### config.mk
export PLATFORM = sky130hd
export DESIGN_NAME = mem_stage_ctrl_flat
export DESIGN_NICKNAME = d
export VERILOG_FILES = /design/src/rtl/mem_stage_ctrl_pkg.sv /design/src/rtl/mem_stage_ctrl_if.sv /design/src/rtl/mem_stage_ctrl_align.sv /design/src/rtl/mem_stage_ctrl.sv /design/src/flat_wrapper.sv
export SDC_FILE = /design/constraint.sdc
export NUM_CORES = 1
export LEC_CHECK = 0
export CORE_MARGIN = 2
export CORE_UTILIZATION = 35
export DETAILED_ROUTE_END_ITERATION = 16
export PLACE_DENSITY_LB_ADDON = 0.25
export SLEW_MARGIN = 15
export SYNTH_ARGS = -nofsm -noshare
export SYNTH_HDL_FRONTEND = slang
export SYNTH_SLANG_ARGS = --single-unit
### constraint.sdc
create_clock -name clk -period 2.35 [get_ports clk]
set_clock_uncertainty 0.15 [all_clocks]
set_input_delay 0.5875 -clock clk [delete_from_list [all_inputs] [get_ports clk]]
set_output_delay 0.5875 -clock clk [all_outputs]
set_load 0.03 [all_outputs]
### src/rtl/mem_stage_ctrl_pkg.sv
// Shared RV32I type definitions used by the memory stage.
package rv32i_types;

    // Load access encodings (funct3 of LOAD opcode).
    typedef enum logic [2:0] {
        lb  = 3'b000,
        lh  = 3'b001,
        lw  = 3'b010,
        lbu = 3'b100,
        lhu = 3'b101
    } load_funct3_t;

    // Store access encodings (funct3 of STORE opcode).
    typedef enum logic [2:0] {
        sb = 3'b000,
        sh = 3'b001,
        sw = 3'b010
    } store_funct3_t;

    // Memory-stage handshake states.
    typedef enum logic [1:0] {
        IDLE = 2'b00,
        WAIT = 2'b01,
        DONE = 2'b10
    } mem_state_t;

endpackage

### src/rtl/mem_stage_ctrl_if.sv
// Data-cache request/response bundle; master is the memory stage, slave the cache.
interface mem_stage_ctrl_if;
    logic        dcache_read;
    logic        dcache_write;
    logic [31:0] dcache_address;
    logic [31:0] dcache_wdata;
    logic [3:0]  dcache_mbe;
    logic        dcache_resp;
    logic [31:0] dcache_rdata;

    modport master (
        output dcache_read, dcache_write, dcache_address, dcache_wdata, dcache_mbe,
        input  dcache_resp, dcache_rdata
    );

    modport slave (
        input  dcache_read, dcache_write, dcache_address, dcache_wdata, dcache_mbe,
        output dcache_resp, dcache_rdata
    );
endinterface

### src/rtl/mem_stage_ctrl_align.sv
// Byte-lane steering: store mask/shift, load extract/extend, misalignment detect.
module mem_align
    import rv32i_types::*;
(
    input  logic [2:0]  funct3,
    input  logic [1:0]  off,
    input  logic [31:0] rs2,
    input  logic [31:0] rdata,
    output logic [3:0]  mbe,
    output logic [31:0] wdata,
    output logic [31:0] load_data,
    output logic        misaligned
);

    logic [31:0] lane_data;

    // Store data moves into its lane; the addressed load lane moves down to bit 0.
    assign wdata     = rs2 << {off, 3'b000};
    assign lane_data = rdata >> {off, 3'b000};

    // Halfwords need even addresses, words need 4-byte alignment; bytes always fit.
    assign misaligned = ((funct3[1:0] == 2'b01) && off[0]) ||
                        ((funct3[1:0] == 2'b10) && (off != 2'b00));

    // Byte-enable pattern follows access size; anything not byte/half writes the word.
    always_comb begin
        mbe = 4'b1111;
        case (funct3)
            sb:      mbe = 4'b0001 << off;
            sh:      mbe = 4'b0011 << off;
            default: mbe = 4'b1111;
        endcase
    end

    // Size-and-sign selection of the load result; unknown encodings return the raw word.
    always_comb begin
        load_data = rdata;
        case (funct3)
            lb:      load_data = {{24{lane_data[7]}}, lane_data[7:0]};
            lh:      load_data = {{16{lane_data[15]}}, lane_data[15:0]};
            lbu:     load_data = {24'h000000, lane_data[7:0]};
            lhu:     load_data = {16'h0000, lane_data[15:0]};
            lw:      load_data = rdata;
            default: load_data = rdata;
        endcase
    end

endmodule

### src/rtl/mem_stage_ctrl.sv
// Memory-stage controller: cache handshake FSM, pipeline stall and load hold register.
module mem_stage_ctrl
    import rv32i_types::*;
(
    input  logic                    clk,
    input  logic                    reset,
    input  logic                    MEM_valid,
    input  logic                    MEM_is_load,
    input  logic                    MEM_is_store,
    input  logic [2:0]              MEM_funct3,
    input  logic [31:0]             MEM_alu_out,
    input  logic [31:0]             MEM_rs2,
    input  logic                    advance,
    mem_stage_ctrl_if.master        dcache,
    output logic [31:0]             MEM_rdata,
    output logic                    mem_stall,
    output logic                    mem_misaligned
);

    mem_state_t  state_reg, state_next;
    logic [31:0] rdata_reg, rdata_next;
    logic [31:0] load_data;
    logic        misaligned_raw;
    logic        op;
    logic        issue;

    mem_align u_align (
        .funct3     (MEM_funct3),
        .off        (MEM_alu_out[1:0]),
        .rs2        (MEM_rs2),
        .rdata      (dcache.dcache_rdata),
        .mbe        (dcache.dcache_mbe),
        .wdata      (dcache.dcache_wdata),
        .load_data  (load_data),
        .misaligned (misaligned_raw)
    );

    // Only real memory instructions can be flagged or issued.
    assign mem_misaligned = MEM_valid & (MEM_is_load | MEM_is_store) & misaligned_raw;
    assign op             = MEM_valid & (MEM_is_load | MEM_is_store) & ~mem_misaligned;

    assign dcache.dcache_address = {MEM_alu_out[31:2], 2'b00};
    assign MEM_rdata             = rdata_reg;

    // State and load-hold registers.
    always_ff @(posedge clk) begin
        if (reset) begin
            state_reg <= IDLE;
            rdata_reg <= 32'h0000_0000;
        end else begin
            state_reg <= state_next;
            rdata_reg <= rdata_next;
        end
    end

    // Next state: DONE parks until the pipeline advances so the access is never replayed.
    always_comb begin
        state_next = state_reg;
        case (state_reg)
            IDLE:    if (op) state_next = dcache.dcache_resp ? DONE : WAIT;
            WAIT:    if (dcache.dcache_resp) state_next = DONE;
            DONE:    if (advance) state_next = IDLE;
            default: state_next = IDLE;
        endcase
    end

    // Outputs: request is live from the issue cycle through resp; reset kills it at once.
    always_comb begin
        issue = 1'b0;
        case (state_reg)
            IDLE:    issue = op;
            WAIT:    issue = 1'b1;
            default: issue = 1'b0;
        endcase
        if (reset) issue = 1'b0;
        dcache.dcache_read  = issue & MEM_is_load;
        dcache.dcache_write = issue & MEM_is_store;
        mem_stall           = issue;
        rdata_next          = rdata_reg;
        if (issue & MEM_is_load & dcache.dcache_resp) rdata_next = load_data;
    end

endmodule

### src/flat_wrapper.sv
// flat-port wrapper written by rule: the top's interface ports become plain ports
module mem_stage_ctrl_flat import rv32i_types::*;
  (clk, reset, MEM_valid, MEM_is_load, MEM_is_store, MEM_funct3, MEM_alu_out, MEM_rs2, advance, MEM_rdata, mem_stall, mem_misaligned, dcache_dcache_read, dcache_dcache_write, dcache_dcache_address, dcache_dcache_wdata, dcache_dcache_mbe, dcache_dcache_resp, dcache_dcache_rdata);
  mem_stage_ctrl_if dcache_i ();
  input  logic clk;
  input  logic reset;
  input  logic MEM_valid;
  input  logic MEM_is_load;
  input  logic MEM_is_store;
  input  logic [2:0] MEM_funct3;
  input  logic [31:0] MEM_alu_out;
  input  logic [31:0] MEM_rs2;
  input  logic advance;
  output logic [31:0] MEM_rdata;
  output logic mem_stall;
  output logic mem_misaligned;
  output wire logic [$bits(dcache_i.dcache_read)-1:0] dcache_dcache_read;
  output wire logic [$bits(dcache_i.dcache_write)-1:0] dcache_dcache_write;
  output wire logic [$bits(dcache_i.dcache_address)-1:0] dcache_dcache_address;
  output wire logic [$bits(dcache_i.dcache_wdata)-1:0] dcache_dcache_wdata;
  output wire logic [$bits(dcache_i.dcache_mbe)-1:0] dcache_dcache_mbe;
  input wire logic [$bits(dcache_i.dcache_resp)-1:0] dcache_dcache_resp;
  input wire logic [$bits(dcache_i.dcache_rdata)-1:0] dcache_dcache_rdata;
  assign dcache_dcache_read = dcache_i.dcache_read;
  assign dcache_dcache_write = dcache_i.dcache_write;
  assign dcache_dcache_address = dcache_i.dcache_address;
  assign dcache_dcache_wdata = dcache_i.dcache_wdata;
  assign dcache_dcache_mbe = dcache_i.dcache_mbe;
  assign dcache_i.dcache_resp = dcache_dcache_resp;
  assign dcache_i.dcache_rdata = dcache_dcache_rdata;
  mem_stage_ctrl u_core (.clk(clk), .reset(reset), .MEM_valid(MEM_valid), .MEM_is_load(MEM_is_load), .MEM_is_store(MEM_is_store), .MEM_funct3(MEM_funct3), .MEM_alu_out(MEM_alu_out), .MEM_rs2(MEM_rs2), .advance(advance), .dcache(dcache_i), .MEM_rdata(MEM_rdata), .mem_stall(mem_stall), .mem_misaligned(mem_misaligned));
endmodule
# Word level (Yosys, flattened, before mapping)
# Cells that the tools add are included.
# op_classes
eq_ne,10
shift,4
mux,9
bitwise_logic,8
reduce_logical,7
# op_table
cell,n
32-bit one-hot mux with 4 select lines,1
32-bit by 5-bit left shift with 32-bit output,1
32-bit by 5-bit right shift with 16-bit output,1
2-bit two-way mux,4
4-bit one-hot mux with 2 select lines,1
1-bit AND,6
3-bit == test (second input constant),2
2-bit one-hot mux with 3 select lines,1
2-bit by 1-bit == test with 1-bit output (second input constant),2
2-bit == test (second input constant),2
2-bit != test (second input constant),2
1-bit by 2-bit left shift with 4-bit output (first input constant),1
2-bit by 2-bit left shift with 4-bit output (first input constant),1
3-bit by 1-bit == test with 1-bit output (second input constant),1
3-bit logical NOT,1
3-bit AND reduction,1
1-bit logical AND,2
2-bit logical NOT,1
2-bit by 1-bit != test with 1-bit output (second input constant),1
1-bit one-hot mux with 2 select lines,1
2-bit nonzero test,1
1-bit logical OR,1
1-bit two-way mux,1
1-bit NOT,1
1-bit OR,1
# totals
register_bits,34
inputBits,106
out_inout_bits,104
elab_cells,40

# Logic depth before layout (Yosys ltp)
# Gate-level depths: netlist (run 1).
# logic_depth
ltp_word,10
depth_mapped,8
depth_no_buf,5

# Hierarchy
# A second synthesis (run 1) with hierarchy kept.
# hier_totals
hier_cells,399
hier_area_um2,2900.3
# by_module_without_submodules
module,instances,cells_per_inst,area_each_um2,seq_area_each_um2
mem_stage_ctrl,1,189,1601.5,680.7
mem_align,1,210,1298.7,0.0

# Least setup slack after synthesis (run 1)
# OpenSTA, ideal clock, no wires.
# synth_timing
kind,input port to output port
startpoint,input port MEM_alu_out[1]
endpoint,output port dcache_dcache_read
arrival_time_ns,2.375
required_ns,1.612
slack_ns,-0.762
path_stages,7
path_buffers,2
path_cell_list,buf_6 nor2_2 buf_2 o22a_1 a21oi_1 nor3_1 and2_1
# synth_between
elab_chain_cells,9
# synth_rtl
element,line,rtl
"start, declared",flat_wrapper.sv:11,input logic [31:0] MEM_alu_out;
2-bit nonzero test,mem_stage_ctrl_align.sv:23,((funct3[1:0] == 2'b10) && (off != 2'b00));
1-bit logical AND,mem_stage_ctrl_align.sv:23,
1-bit logical OR,mem_stage_ctrl_align.sv:22,assign misaligned = ((funct3[1:0] == 2'b01) && off[0]) ||
1-bit AND,mem_stage_ctrl.sv:39,assign mem_misaligned = MEM_valid & (MEM_is_load | MEM_is_store) & misaligned_raw;
1-bit NOT,mem_stage_ctrl.sv:40,assign op = MEM_valid & (MEM_is_load | MEM_is_store) & ~mem_misaligned;
1-bit AND,mem_stage_ctrl.sv:40,
1-bit one-hot mux with 2 select lines,mem_stage_ctrl.sv:70,case (state_reg)
1-bit two-way mux,mem_stage_ctrl.sv:75,if (reset) issue = 1'b0;
net mem_stall,flat_wrapper.sv:15,output logic mem_stall;
1-bit AND,mem_stage_ctrl.sv:76,dcache.dcache_read = issue & MEM_is_load;
"end, declared",flat_wrapper.sv:17,output wire logic [$bits(dcache_i.dcache_read)-1:0] dcache_dcache_read;
# The timed path passes the listed nets, and every way through them passes these cells.

# Worst setup path in the final report (run 1)
# layout_timing
startpoint,input port MEM_alu_out[0]
endpoint,output port dcache_dcache_write
# layout_between
elab_chain_cells,9
elab_cells_between_ends,10
cone_classes,mux (2); bitwise (4); reduce/logical (4)
# layout_rtl
element,line,rtl
2-bit nonzero test,mem_stage_ctrl_align.sv:23,
1-bit logical AND,mem_stage_ctrl_align.sv:23,
1-bit logical OR *,mem_stage_ctrl_align.sv:22,
1-bit AND *,mem_stage_ctrl.sv:39,
1-bit NOT *,mem_stage_ctrl.sv:40,
1-bit AND *,mem_stage_ctrl.sv:40,
1-bit one-hot mux with 2 select lines *,mem_stage_ctrl.sv:70,
1-bit two-way mux *,mem_stage_ctrl.sv:75,
1-bit AND *,mem_stage_ctrl.sv:77,dcache.dcache_write = issue & MEM_is_store;
"end, declared",flat_wrapper.sv:18,output wire logic [$bits(dcache_i.dcache_write)-1:0] dcache_dcache_write;
# Every way passes the cells marked *; elsewhere a longest branch is shown, timed or not.

==> results by group, run 1 <==
Yosys
  – Top-count cell post-synth: nor2_1
  – Count of flip-flops with a built-in enable after synthesis: 0
  – Synth Flop Type: dfxtp_1
  – Post-synthesis mux area share: 0.1230
  – Area leader, netlist: dfxtp_1
  – Post-Syn Area: 0.002829 mm^2
  – Seq cells post-synth: 34
  – Synth unique cells: 41
  – Synth Area in Simple Gates: 0.2154
  – Post-synth top area share: 0.2406
  – Adder-Cell Fraction of Synth Area: 0
  – Xor/xnor cell area share of the yosys netlist: 0
  – Commonest cells in the synthesized netlist: nor2_1 (44), buf_4 (36), dfxtp_1 (34)
  – Largest cells by area after synthesis: dfxtp_1 (24%), mux2i_1 (11%), buf_4 (9.6%), nor2_1 (5.8%), a211oi_1 (5.0%)
  – Combinational family with the most area after synthesis: compound AO/OA/AOI/OAI gates
  – Gate Count Post-Synth: 352
  – Mean post-synth cell area: 8.037 um^2
  – Synth warn: 0
  – Compound-Gate Fraction of Synth Area: 0.2698
  – Async SR Flop Fraction: 0
  – Register area share after synthesis: 0.2406

Global routing
  – Number of global-route vias before repair: 3,103
  – GR Overflow Total: 0
  – Initial antenna violation count: 1
  – Global-route track usage on met1: 0.2552
  – Met2 global-route usage: 0.3750
  – Met3 Track Usage GR: 0.05538
  – Largest net degree at the start of global routing: 34
  – GRT Total Usage: 0.2133
  – Global-route wire length before repair: 15,140 um
  – GR peak layer: met2

Power
  – Final Power: 1.808 mW
  – Internal power: 1.174 mW
  – Flop pwr share: 0.334
  – Worst VDD drop: 0.0002929 V
  – Clock power frac: 0.227
  – PwrDens: 379.9 mW/mm^2
  – P_sw: 634.4 uW
  – LEAKAGE: 1.902 nW
  – Logic pwr share: 0.439
  – Switch share: 0.3509

Layout
  – Largest register FFs: 32
  – P&R area growth vs syn: 68.24%
  – Final core utilization: 0.6128
  – Share of cells above drive strength 1: 0.3636
  – Fin nets: 612

Worst hold path
  – Worst hold start: u_core.MEM_rdata[14]
  – Hold Crit Class: reg -> reg
  – Worst Hold Path EP: u_core.MEM_rdata[14]
  – Hold Path Stages: 2

Critical path
  – CP most frequent cell: buf_6
  – R2r endpoint: u_core.MEM_rdata[16]
  – Cells on worst reg2reg path: 5
  – Critical path arrival: 1640 ps
  – WP data required: 1610 ps
  – Slowest stage cell, crit path: nor3_4
  – Reg2reg start: u_core.state_reg[1]
  – Crit-path cells: buf_8, buf_6, nor2_4, o22a_1, a21oi_2, nor3_4, and2_4, buf_6
  – CP max stage delay: 220 ps
  – CP Class: in -> out
  – Critical path capture point type: output port
  – Critical path origin: MEM_alu_out[0]
  – CP Launch Type: input port
  – Crit path max fanout: 4
  – R2R setup slack: 520 ps

Job
  – Max Cap Violations: 0

STA
  – Peak Freq: 420.2 MHz
  – RSZ-0062 raised after global routing: true
  – Fin. max-slew vios: 0
  – Hold_ws: 313.1 ps
  – Tcrit/Tclk final: 1.013
  – Final setup fails: 2
  – Final worst path period need: 2380 ps
  – Setup ws final: -29.79 ps
  – Final Hold Fails: 0

Placement
  – DPL Wire Length: 7479 um
  – Final RePlAce weighted congestion: 0.8428
  – Port bufs: 147

Routing
  – Drt wl/cell: 16.09 um
  – # DRC: 0
  – Pre-Repair DR Iteration Count: 4
  – Vias: 3,114
  – Routed vias/inst: 5.113
  – Post-route ant nets: 0
  – DRT Wirelength: 9801 um
  – Drt initial violations: 102

Status
  – Outcome: finished, violations left
  – Violated checks: setup timing

Clocking
  – H-tree levels: 2
  – Reg clk slew, reported paths: 70 ps
  – Longest Clk Path Bufs: 2
  – CTS tree: yes
  – Clk root buf: clkbuf_8
  – Later-pin clock latency in the skew report: 280 ps
  – Clock Sinks: 34
  – CTS Buf Count: 5

Floorplan
  – Initial Util: 0.3642
  – Chip Height: 93.91 um
  – Std cell rows: 32
  – Die X: 93.91 um
  – Core box area: 0.007767 mm^2
  – I/O pins: 210
  – Die area: 0.008818 mm^2
[power by group through the flow]
stage	clock (mW)	combinational, mW	sequential [mW]
6_report	0.411	0.794	0.604
5_1_grt	0.441	0.842	0.606
4_1_cts	0.420	0.762	0.604
3_5_place_dp	0	0.760	0.617
3_3_place_gp	0	0.751	0.616
2_1_floorplan	0	0.461	0.645
[cell type report]
class	instances	area, um^2
multi-input cells	253	1916
flip-flops and latches	34	680.7
fillers	712	3008
clock buffers	5	68.82
clock inverters	2	10.01
well taps	102	127.6
repair buffers	209	1943
diodes	1	2.502
inverters	3	11.26
[metrics by stage]
stage	setup TNS (ps)	worst slack, ps	area (um^2)	instances
2_1_floorplan	-455.8	-224.1	2939	353
4_1_cts	-111.3	-57.77	4634	604
6_report	-55.28	-29.79	4760	609
3_3_place_gp	-14630	-431.9	4506	593
5_1_grt	-425.9	-114.6	4760	609
3_5_place_dp	-16680	-449.3	4506	593
[worst max-delay path, delay by kind of cell]
kind	cells	cell delay, ps
AND/OR/NAND/NOR	3	460
AO/OA/AOI/OAI	2	250
buffers and inverters	3	340
[per-layer routing]
metal / vias to the layer above / part of all wire
met3: 27 / 0.074
met4: 0 / 0.016
met5: - / 0
met1: 1449 / 0.41
met2: 107 / 0.50
li1: 1531 / -
[cell families (layout without fill, tap and decap cells)]
logic type             Yosys count  count (layout)
AO/OA/AOI/OAI                   99              99
buffers and inverters           66             219
flip-flops                      34              34
multiplexers                    33              33
other                            1               3
AND/OR/NAND/NOR                119             119
[cell usage in the layout (no fill, tap or decap), types with 9 or more instances in the layout]
cell type / instances
buf_6: 14
dfxtp_1: 34
mux2i_1: 24
buf_2: 13
a211oi_2: 18
clkdlybuf4s50_1: 96
o21ai_2: 9
nand2_1: 25
a21oi_2: 9
nor2_1: 43
nor3_2: 10
a211oi_1: 11
nor2b_1: 10
buf_4: 66
a21oi_1: 19
[worst max-delay path by stage]
stage | end | slack [ps] | depth (start not counted)
after floorplan | dcache_dcache_read | -220 | 7
after global placement | dcache_dcache_read | -430 | 7
final | dcache_dcache_write | -30 | 8
after global routing | dcache_dcache_read | -110 | 8
after CTS | dcache_dcache_write | -60 | 8
after detailed placement | dcache_dcache_write | -450 | 7
[repair_timing]
item	in CTS	in global routing
hold buffers	0	0
resized for setup	86	48
cloned	0	1
buffers inserted	5	3
setup endpoints to repair	40	44
pin swaps	7	10
No activity file was read; power rests on OpenSTA's default activity.
==> inputs of run 2 (changes only) <==
--- a/config.mk
+++ b/config.mk
@@ -5,6 +5,7 @@
 export SDC_FILE = /design/constraint.sdc
 export NUM_CORES = 1
 export LEC_CHECK = 0
+export CORE_ASPECT_RATIO = 0.5
 export CORE_MARGIN = 2
 export CORE_UTILIZATION = 35
 export DETAILED_ROUTE_END_ITERATION = 16
==> results by group, run 2 (same netlist as run 1, synthesis figures left out) <==
Status
  – Outcome: finished, violations left
  – Violated checks: setup timing

Worst hold path
  – Hold Crit Class: reg -> reg

Layout
  – Commonest non-fill, non-tap cell in the layout: clkdlybuf4s50_1
  – Finished Cell Area: 0.004912 mm^2
  – Fin nets: 612
  – ANT cells: 0
  – Largest register FFs: 32
  – P&R area growth vs syn: 73.64%
  – Share of cells above drive strength 1: 0.3609
  – Commonest cells after routing, fill and taps aside: clkdlybuf4s50_1 (96), buf_4 (70), nor2_1 (42)

Routing
  – Pre-Repair DR Iteration Count: 5
  – DRT Wirelength: 9885 um
  – # DRC: 0
  – Drt wl/cell: 15.97 um
  – Routed vias/inst: 5.016
  – Drt initial violations: 119
  – Vias: 3,105
  – Post-route ant nets: 0

Clocking
  – Reg clk slew, reported paths: 50 ps
  – CTS Buf Count: 5
  – CTS tree: yes
  – CTS Hold Buffers Added: 0
  – Longest Clk Path Bufs: 2
  – Later-pin clock latency in the skew report: 280 ps
  – Clk root buf: clkbuf_16
  – Clock Sinks: 34
  – H-tree levels: 2

STA
  – Relative max-transition margin: 0.5817
  – Tcrit/Tclk final: 1.012
  – Final setup fails: 2
  – Actual slew at the worst max-slew pin: 625.9 ps
  – Fin. max-slew vios: 0
  – Setup ws final: -27.91 ps
  – Hold_ws: 303.9 ps
  – Final worst path period need: 2378 ps
  – Peak Freq: 420.5 MHz
  – Final Hold Fails: 0
  – RSZ-0062 raised after global routing: true

Critical path
  – Slowest stage cell, crit path: o22a_1
  – Top Family by Delay on Critical Path: compound AO/OA/AOI/OAI gates
  – CP max stage delay: 220 ps
  – CP Launch Type: input port
  – WP data required: 1610 ps
  – Critical path capture point type: output port
  – Crit-path cells: buf_8, buf_12, nand2_2, o22a_1, a21oi_2, nor3_4, and2_4, buf_6
  – CP Class: in -> out
  – Crit path max fanout: 7
  – CP Buf/Inv Count: 3
  – Critical path arrival: 1640 ps

Power
  – P_sw: 677.9 uW
  – LEAKAGE: 1.976 nW
  – Internal power: 1.411 mW
  – Worst VDD drop: 0.0002265 V
  – Flop pwr share: 0.289
  – PwrDens: 425.3 mW/mm^2
  – Final Power: 2.089 mW
  – Logic pwr share: 0.390
  – Switch share: 0.3245
  – Clock power frac: 0.321

Floorplan
  – Die X: 131.1 um
  – Die area: 0.008861 mm^2
  – Std cell rows: 23
  – I/O pins: 210
  – Chip Height: 67.57 um
  – Core box area: 0.007914 mm^2
  – Initial Util: 0.3575

Placement
  – Placement Cell Area: 0.004531 mm^2
  – Final RePlAce weighted congestion: 0.8156
  – Port bufs: 147
  – DPL Wire Length: 7309 um

Global routing
  – Number of global-route vias before repair: 3,030
  – GR Overflow Total: 0
  – Largest net degree at the start of global routing: 36
  – GRT Total Usage: 0.2119
  – Initial antenna violation count: 0
  – Global-route wire length before repair: 15,020 um

Job
  – Max Cap Violations: 0
## run 2: cell types whose count changed in the layout (fill, tap and decap cells not counted), sizes merged
cell / change
bufbuf: +2
clkbuf: -3
clkdlybuf4s15: +2
clkinv: -1
clkinvlp: +1
diode: -1
## run 2: layout make-up
| class | count | area [um^2] |
|---|---|---|
| tap | 112 | 140.1 |
| inverter | 3 | 11.26 |
| timing repair buffer | 209 | 2022 |
| fill | 684 | 3002 |
| clock inverter | 2 | 12.51 |
| sequential | 34 | 680.7 |
| clock buffer | 6 | 138.9 |
| multi-input combinational | 253 | 1907 |
## run 2: per-stage QoR
stage | utilization | TNS, ps | std cells | setup slack (ps)
3_3_place_gp | 0.5725 | -12690 | 605 | -396.8
5_1_grt | 0.6207 | -421.3 | 619 | -88.53
6_report | 0.6207 | -38.23 | 619 | -27.91
2_1_floorplan | - | -455.8 | 353 | -224.1
4_1_cts | 0.6131 | -96.34 | 620 | -46.12
3_5_place_dp | 0.5725 | -13370 | 605 | -444.8
## run 2: power groups by stage
stage | registers, mW | logic (mW) | clock network [mW]
floorplan | 0.645 | 0.461 | 0
global placement | 0.616 | 0.759 | 0
detailed placement | 0.616 | 0.763 | 0
CTS | 0.604 | 0.797 | 0.687
global route | 0.606 | 0.862 | 0.704
finish | 0.604 | 0.814 | 0.672
## run 2: worst paths after layout
kind / to / slack [ps] / cells past startpoint / from
setup / recovery: dcache_dcache_write / -30 / 8 / MEM_alu_out[0]
hold / removal: u_core.MEM_rdata[2] / 300 / 2 / u_core.MEM_rdata[2]
setup reg to reg: u_core.MEM_rdata[27] / 620 / 6 / u_core.state_reg[1]
hold reg to reg: u_core.MEM_rdata[2] / 300 / 2 / u_core.MEM_rdata[2]
## run 2: layer usage
layer | wire, um | global-route usage
met3 | 488 | 0.03529
met5 | 0 | 0
met1 | 4144 | 0.2442
met4 | 265 | 0.09647
met2 | 4986 | 0.4000
## run 2: worst min-delay path: stages (launching register included)
cell,delay [ps]
dfxtp_1,300
nand2_1,50
a21oi_1,50
## run 2: what timing repair did
action | 4_1_cts | 5_1_grt
setup endpoints to repair | 31 | 25
setup buffers | 5 | 1
pin swaps | 7 | 5
gates cloned | 2 | 0
gates resized for setup | 59 | 34
==> inputs of run 3 (changes only) <==
--- a/config.mk
+++ b/config.mk
@@ -13,4 +13,5 @@
 export SLEW_MARGIN = 15
 export SYNTH_ARGS = -nofsm -noshare
 export SYNTH_HDL_FRONTEND = slang
+export SYNTH_HIERARCHICAL = 1
 export SYNTH_SLANG_ARGS = --single-unit
==> results by group, run 3 <==
Status
  – Outcome: finished, violations left
  – Violated checks: setup timing

Yosys
  – Top-count cell post-synth: nand2_1
  – Synth warn: 6
  – Post-synthesis mux area share: 0.1277
  – Count of flip-flops with a built-in enable after synthesis: 0
  – Register area share after synthesis: 0.2347
  – Synth unique cells: 39
  – Async SR Flop Fraction: 0
  – Gate Count Post-Synth: 399
  – Xor/xnor cell area share of the yosys netlist: 0
  – Synth Flop Type: dfxtp_1
  – Mean post-synth cell area: 7.269 um^2
  – Commonest cells in the synthesized netlist: nand2_1 (122), buf_4 (35), dfxtp_1 (34)
  – Seq cells post-synth: 34
  – Post-synth top area share: 0.2347
  – Combinational family with the most area after synthesis: simple AND/OR/NAND/NOR gates
  – Compound-Gate Fraction of Synth Area: 0.2321
  – Adder-Cell Fraction of Synth Area: 0
  – Largest cells by area after synthesis: dfxtp_1 (23%), nand2_1 (16%), buf_4 (9.1%), mux2i_1 (6.6%), mux2_2 (5.4%)
  – Post-Syn Area: 0.002900 mm^2
  – Synth Area in Simple Gates: 0.2472
  – Area leader, netlist: dfxtp_1

Layout
  – P&R area growth vs syn: 67.82%
  – Final core utilization: 0.6062
  – Fin nets: 655
  – Largest register FFs: 32
  – Fin cells: 662
  – Fill count: 744
  – Register Area: 680.7 um^2
  – Commonest non-fill, non-tap cell in the layout: nand2_1
  – ANT cells: 0
  – Commonest cells after routing, fill and taps aside: nand2_1 (121), clkdlybuf4s50_1 (98), buf_4 (70)
  – Share of cells above drive strength 1: 0.3455
  – Footprint of the multi-input gates: 0.001959 mm^2

Global routing
  – Largest net degree at the start of global routing: 36
  – Number of global-route vias before repair: 3,120
  – GRT Total Usage: 0.2137
  – GR Overflow Total: 0
  – Global-route wire length before repair: 15,250 um
  – Initial antenna violation count: 0

Clocking
  – Clk root buf: clkbuf_16
  – Longest Clk Path Bufs: 2
  – Clock Sinks: 34
  – Later-pin clock latency in the skew report: 280 ps
  – H-tree levels: 2
  – Reg clk slew, reported paths: 50 ps
  – CTS tree: yes
  – CTS Buf Count: 5

Routing
  – Drt initial violations: 164
  – # DRC: 0
  – Drt wl/cell: 15.21 um
  – Routed vias/inst: 4.844
  – Post-route ant nets: 0
  – Pre-Repair DR Iteration Count: 4
  – Vias: 3,207
  – DRT Wirelength: 10,070 um

Critical path
  – WP data required: 1610 ps
  – CP Launch Type: input port
  – R2R setup slack: 480 ps
  – Crit path max fanout: 3
  – CP Class: in -> out
  – Critical path arrival: 1660 ps
  – Reg2reg start: u_core/state_reg[0]
  – Critical path capture point type: output port
  – Critical path origin: MEM_alu_out[0]

STA
  – Peak Freq: 417.9 MHz
  – Final Hold Fails: 0
  – Setup ws final: -42.95 ps
  – Hold_ws: 305.4 ps
  – Tcrit/Tclk final: 1.018
  – Fin. max-slew vios: 0
  – RSZ-0062 raised after global routing: true
  – Final setup fails: 2
  – Final worst path period need: 2393 ps

Placement
  – Final RePlAce weighted congestion: 0.8168
  – DPL Wire Length: 7800 um
  – Port bufs: 147
  – Placed Cells: 642

Power
  – Final Power: 2.121 mW
  – LEAKAGE: 1.988 nW
  – Worst VDD drop: 0.0002717 V
  – PwrDens: 435.8 mW/mm^2

Floorplan
  – Std cell rows: 23
  – Initial Util: 0.3612
  – Die area: 0.009075 mm^2
  – Chip Height: 68.37 um
  – Core box area: 0.008029 mm^2
  – I/O pins: 210
  – Die X: 132.7 um

Job
  – Max Cap Violations: 0

Worst hold path
  – Hold Crit Class: reg -> reg
  – Worst hold start: u_core/MEM_rdata[2]
[run 3: cell count changes after synthesis, moves of 6 or more]
cell,before,now
nand2_1,25,122
nor2_1,44,14
a21oi_2,0,14
mux2_2,0,14
mux2i_1,31,19
a211oi_1,19,8
a211oi_2,10,0
o21ai_0,12,22
nor3_1,10,1
nor3_2,10,1
o221ai_1,7,0
o211ai_1,6,0
o31ai_1,0,6
[run 3: timing repair]
item,4_1_cts,5_1_grt
buffers inserted,8,5
resized for setup,63,42
hold buffers,0,0
pin swaps,5,8
setup endpoints to repair,32,29
[run 3: worst max-delay path, stage by stage]
cell	delay [ps]
buf_8	110
nor2_4	110
nor2_1	50
nand2_1	100
o21ai_4	80
inv_2	70
a21oi_4	60
nor3_4	200
and2_4	170
buf_6	120
[run 3: cells by family (layout without fill, tap and decap cells)]
logic type,after synthesis,count (layout)
other,1,2
DFF,34,34
buffers and inverters,66,216
muxes,34,34
and+or+nand+nor,166,166
AOI/OAI and AO/OA,98,98
[run 3: final timing paths]
path / depth (start not counted) / endpoint
worst max-delay path: 10 / dcache_dcache_write
worst min-delay path: 2 / u_core/MEM_rdata[2]
worst max register to register: 10 / u_core/state_reg[1]
worst min register to register: 2 / u_core/MEM_rdata[2]
[run 3: power by group]
group	switching (mW)	total, mW	internal [mW]
Sequential	0.0120	0.607	0.595
Clock	0.251	0.670	0.419
Combinational	0.432	0.844	0.412
[run 3: layout make-up]
cell class                 instances  area share
clock inverter                     2    0.002571
tap                              112     0.02879
timing repair buffer             205      0.3954
sequential                        34      0.1398
inverter                           3    0.002314
clock buffer                       6     0.02853
multi-input combinational        300      0.4026
[run 3: layer usage]
layer | part of all wire | vias to the layer above | routed length (um) | GRT usage
li1 | - | 1618 | - | -
met1 | 0.41 | 1477 | 4155 | 0.2458
met2 | 0.51 | 96 | 5141 | 0.4054
met3 | 0.057 | 16 | 576 | 0.04296
met4 | 0.020 | 0 | 199 | 0.07930
met5 | 0 | - | 0 | 0
[run 3: metrics by stage]
| stage | TNS, ps | area (um^2) | worst slack (ps) |
|---|---|---|---|
| floorplan | -1360 | 3019 | -414.1 |
| detailed placement | -11140 | 4487 | -465.0 |
| finish | -84.99 | 4867 | -42.95 |
| global placement | -9771 | 4487 | -430.4 |
| global route | -335.3 | 4867 | -122.5 |
| CTS | -160.3 | 4772 | -59.48 |
